$ cat config.mk
export PLATFORM = sky130hd
export DESIGN_NAME = packet_demux
export DESIGN_NICKNAME = d
export VERILOG_FILES = /design/src/rtl/packet_demux.sv
export SDC_FILE = /design/constraint.sdc
export NUM_CORES = 1
export LEC_CHECK = 0
export CAP_MARGIN = 30
export CORE_MARGIN = 2
export CORE_UTILIZATION = 47
export DETAILED_ROUTE_END_ITERATION = 10
export GPL_TIMING_DRIVEN = 0
export PLACE_DENSITY_LB_ADDON = 0.25
export SLEW_MARGIN = 5
export SYNTH_ARGS = -nofsm -noshare
export SYNTH_HDL_FRONTEND = slang
export SYNTH_SLANG_ARGS = --single-unit
$ cat constraint.sdc
create_clock -name clk -period 4.5 [get_ports clk]
set_clock_uncertainty 0.05 [all_clocks]
set_input_delay 0.9 -clock clk [delete_from_list [all_inputs] [get_ports clk]]
set_output_delay 0.9 -clock clk [all_outputs]
set_load 0.03 [all_outputs]
$ cat src/rtl/packet_demux.sv
// packet_demux: routes whole packets from one upstream stream to one of
// N_OUT downstream ports, each backed by a one-entry output register.
// The destination is latched on the first beat and held until the last beat.
// Packets aimed at a nonexistent port are swallowed and counted.
module packet_demux #(
    parameter int WIDTH = 8,
    parameter int N_OUT = 4,
    parameter int SEL_W = 2,
    parameter int CNT_W = 16
) (
    input  logic                   clk,
    input  logic                   rst_n,
    input  logic                   up_valid,
    output logic                   up_ready,
    input  logic [WIDTH-1:0]       up_data,
    input  logic                   up_last,
    input  logic [SEL_W-1:0]       up_sel,
    output logic [N_OUT-1:0]       down_valid,
    input  logic [N_OUT-1:0]       down_ready,
    output logic [N_OUT*WIDTH-1:0] down_data,
    output logic [N_OUT-1:0]       down_last,
    output logic                   busy,
    output logic [CNT_W-1:0]       drop_count
);

    typedef enum logic {
        IDLE  = 1'b0,
        ROUTE = 1'b1
    } state_t;

    state_t             r_state;
    logic [SEL_W-1:0]   r_route;
    logic [CNT_W-1:0]   r_drop;

    logic [SEL_W-1:0]   w_dst;
    logic               w_dst_ok;
    logic               w_accept;
    logic [N_OUT-1:0]   w_hit;
    logic [N_OUT-1:0]   w_port_rdy;
    logic [N_OUT-1:0]   w_load;
    logic [N_OUT-1:0]   w_full;

    // Destination follows up_sel between packets and the latched route mid-packet.
    assign w_dst    = (r_state == ROUTE) ? r_route : up_sel;
    assign w_dst_ok = ({1'b0, w_dst} < (SEL_W + 1)'(N_OUT));

    // Invalid destinations are always ready so the packet can be discarded.
    assign up_ready = w_dst_ok ? |(w_hit & w_port_rdy) : 1'b1;
    assign w_accept = up_valid & up_ready;

    assign busy       = (r_state == ROUTE);
    assign drop_count = r_drop;
    assign down_valid = w_full;

    generate
        for (genvar gi = 0; gi < N_OUT; gi++) begin : g_port
            logic             r_full;
            logic [WIDTH-1:0] r_data;
            logic             r_last;

            assign w_hit[gi]      = (w_dst == SEL_W'(gi));
            // A port can take a beat if empty or if it drains this same cycle.
            assign w_port_rdy[gi] = !r_full | down_ready[gi];
            assign w_load[gi]     = w_accept & w_dst_ok & w_hit[gi];
            assign w_full[gi]     = r_full;
            assign down_data[gi*WIDTH +: WIDTH] = r_data;
            assign down_last[gi]  = r_last;

            // Holding register: load wins over drain, so full stays set on overlap.
            always_ff @(posedge clk or negedge rst_n) begin
                if (!rst_n) begin
                    r_full <= 1'b0;
                    r_data <= '0;
                    r_last <= 1'b0;
                end else if (w_load[gi]) begin
                    r_full <= 1'b1;
                    r_data <= up_data;
                    r_last <= up_last;
                end else if (down_ready[gi]) begin
                    r_full <= 1'b0;
                end
            end
        end
    endgenerate

    // Packet-lock FSM: latch the route on the first beat, release on the last.
    always_ff @(posedge clk or negedge rst_n) begin
        if (!rst_n) begin
            r_state <= IDLE;
            r_route <= '0;
        end else if (w_accept) begin
            case (r_state)
                IDLE: begin
                    r_route <= up_sel;
                    r_state <= up_last ? IDLE : ROUTE;
                end
                ROUTE: begin
                    if (up_last) begin
                        r_state <= IDLE;
                    end
                end
                default: r_state <= IDLE;
            endcase
        end
    end

    // Saturating count of beats discarded for an out-of-range destination.
    always_ff @(posedge clk or negedge rst_n) begin
        if (!rst_n) begin
            r_drop <= '0;
        end else if (up_valid && !w_dst_ok && (r_drop != {CNT_W{1'b1}})) begin
            r_drop <= r_drop + CNT_W'(1);
        end
    end

endmodule

==> impl_metrics.toml, run 1 <==
[clock_tree]
cts_resized = 0
cts_htree_levels = 2
clk_latency_ns = 0.28
clk_pin_slew_ns = 0.08
cts_setup_buffers = 0
cts-root-buf = "clkbuf_8"
holdBufCountCts = 0
cts_tree = "done"
cts_num_sinks = 43
cts_max_path_buffers = 2
numCtsBuffers = 5

[synth]
synth_edf_count = 0
synth_largest_area_cell = "dfrtp_1"
async_reset_ff_frac = 1.00
synthTopCellsByArea = "dfrtp_1 53%, mux2_2 21%, buf_4 8.8%"
syn_inst = 141
synth_area_um2 = 2050
synth_top_area_share = 0.525
synth_cell_types = 20
synth.most_common_cell = "dfrtp_1"
ys_ff_latch = 43
seq_area_frac_synth = 0.525
synth-warning-count = 0
synthFlopType = "dfrtp_1"
syn_area_per_cell_um2 = 14.5
yosys-top-cells-count = "43 x dfrtp_1, 38 x mux2_2, 24 x buf_4"

[drt]
firstDrtPassIters = 4
avgRoutedWirePerCell_um = 15.1
ant_nets = 0
num_vias = 1349
drt_iter0_drc = 83
via_per_inst = 4.91
drc = 0
drt-total-wl_um = 4160

[floorplan]
design.core.area_um2 = 4260
dieArea_um2 = 4900
dieWidth_um = 70.0
die_y_um = 70.0
io_pins = 76
rows = 24
initial_utilization = 0.480

[worst_setup_path]
worst-endpoint-required_ns = 3.55
critPathKind = "input port to primary output"
cp-start-kind = "input port"
end_kind = "primary output"
cp.arrival_ns = 2.96
path_max_fanout = 7

[pwr]
p_clk_frac = 0.120
pwr-share-comb = 0.581
total_power_mw = 2.32
power.sequential.fraction = 0.299
swShare = 0.409
intPower_mw = 1.37
p_leak_nw = 1.25
p_sw_mw = 0.947
power.density_nw_per_um2 = 805
ir_drop_uv = 403

[place]
routabilityCongestion = 0.853
post-place-ws_ns = 0.601
dp.final_hpwl_um = 3130
io_buffers = 59

[hold_path]
hold_class = "input port to async pin"

[grt]
grtUsageTotal = 0.179
grt_pass1_wl_um = 6850
overflow = 0
grt_max_degree = 33
grt_pass1_vias = 1347
antenna_found_initial = 0

[sta]
tightest_slew_ns = 0.569
final-max-slew-violation-count = 0
rsz0062_at_grt = "no"
post-route-period-util = 0.870
fin_tns_setup_ns = 0
layout_setup_ws_ns = 0.587
relSlewSlack = 0.620
hold_slack_ns = 0.448
hold_violations = 0
final-setup-viol-count = 0
min_period_ns = 3.91
fmax_ghz = 0.256

[job]
maxCapViolations = 0

[final_layout]
drive_gt1_frac = 0.395
layout.nets = 241
n_antenna_cell = 0
area_growth_syn_to_layout_pct = 40.5
fill_cells = 323

[run_status]
status = "completed"
[metal layers]
metal | up-vias | wire (um) | track usage
met1 | 668 | 1630 | 0.217
met5 | - | 0 | 0
met2 | 51 | 2230 | 0.306
met4 | 0 | 25 | 0.0556
met3 | 2 | 275 | 0.0548
li1 | 628 | - | -
[sequential cells by signal, summed over array words and instances, names as in the netlist]
name           flops
g_port.r_data     32
g_port.r_full      4
r_route            2
busy               1
g_port.r_last      4
[layout make-up]
cell class | count | area, um^2 | share of cell area
flip-flops and latches | 43 | 1080 | 0.374
multi-input cells | 87 | 841 | 0.292
repair buffers | 60 | 606 | 0.210
plain buffers | 24 | 180 | 0.0626
clock buffers | 6 | 72.6 | 0.0252
well taps | 52 | 65.1 | 0.0226
clock inverters | 1 | 30.0 | 0.0104
inverters | 2 | 7.51 | 0.00261
[power by group through the flow]
stage                     Clock [mW]  Combinational [mW]  Sequential (mW)
after floorplan                    0               0.562            0.988
after detailed placement           0                1.36            0.700
after CTS                      0.287                1.36            0.694
after global placement             0                1.33            0.688
final                          0.279                1.35            0.692
after global routing           0.306                1.41            0.720
[cell families (layout without fill, tap and decap cells)]
group	after synthesis	after routing	synth area share
AOI/OAI and AO/OA	14	14	0.102
buffers and inverters	26	93	0.0916
DFF	43	43	0.525
muxes	39	39	0.214
other	1	16	0.00183
and+or+nand+nor	18	18	0.0654
[stage by stage]
step,utilization,area [um^2],std cells
floorplan,-,2100,156
global placement,0.647,2760,267
detailed placement,0.651,2780,268
CTS,0.675,2880,275
global route,0.675,2880,275
finish,0.675,2880,275
[path summary, 6_finish.rpt]
| check | start | endpoint | slack, ns | depth (start not counted) |
|---|---|---|---|---|
| max | up_sel[1] | up_ready | 0.59 | 5 |
| min | rst_n | g_port[2].r_full | 0.45 | 1 |
| max reg2reg | busy | g_port[3].r_last | 2.31 | 4 |
| min reg2reg | g_port[1].r_data[7] | g_port[1].r_data[7] | 0.46 | 1 |
| max in group asynchronous | rst_n | g_port[2].r_last | 3.49 | 2 |
| min in group clk | g_port[1].r_data[7] | g_port[1].r_data[7] | 0.46 | 1 |
[worst max-delay path: stages]
cell and delay [ns]:
clkdlybuf4s50_1 0.58, nor3b_1 0.50, o21ai_4 0.20, nand4_1 0.12, clkdlybuf4s50_1 0.67
[placed cells by master (no fill, tap or decap), drive strengths merged, types with 3 or more instances in the layout]
cell type	n
a41oi	6
and3b	3
buf	26
clkbuf	6
clkdlybuf4s50	58
conb	16
dfrtp	43
mux2	38
nand2	5
nor3b	3
o21ai	8
or2b	4
(Power assumes the default switching activity.)
==> inputs of run 2 (changes only) <==
SLEW_MARGIN = 10   (was 5)
==> results of run 2 <==
The final DEF is identical to that of run 1; final timing and power are the same.
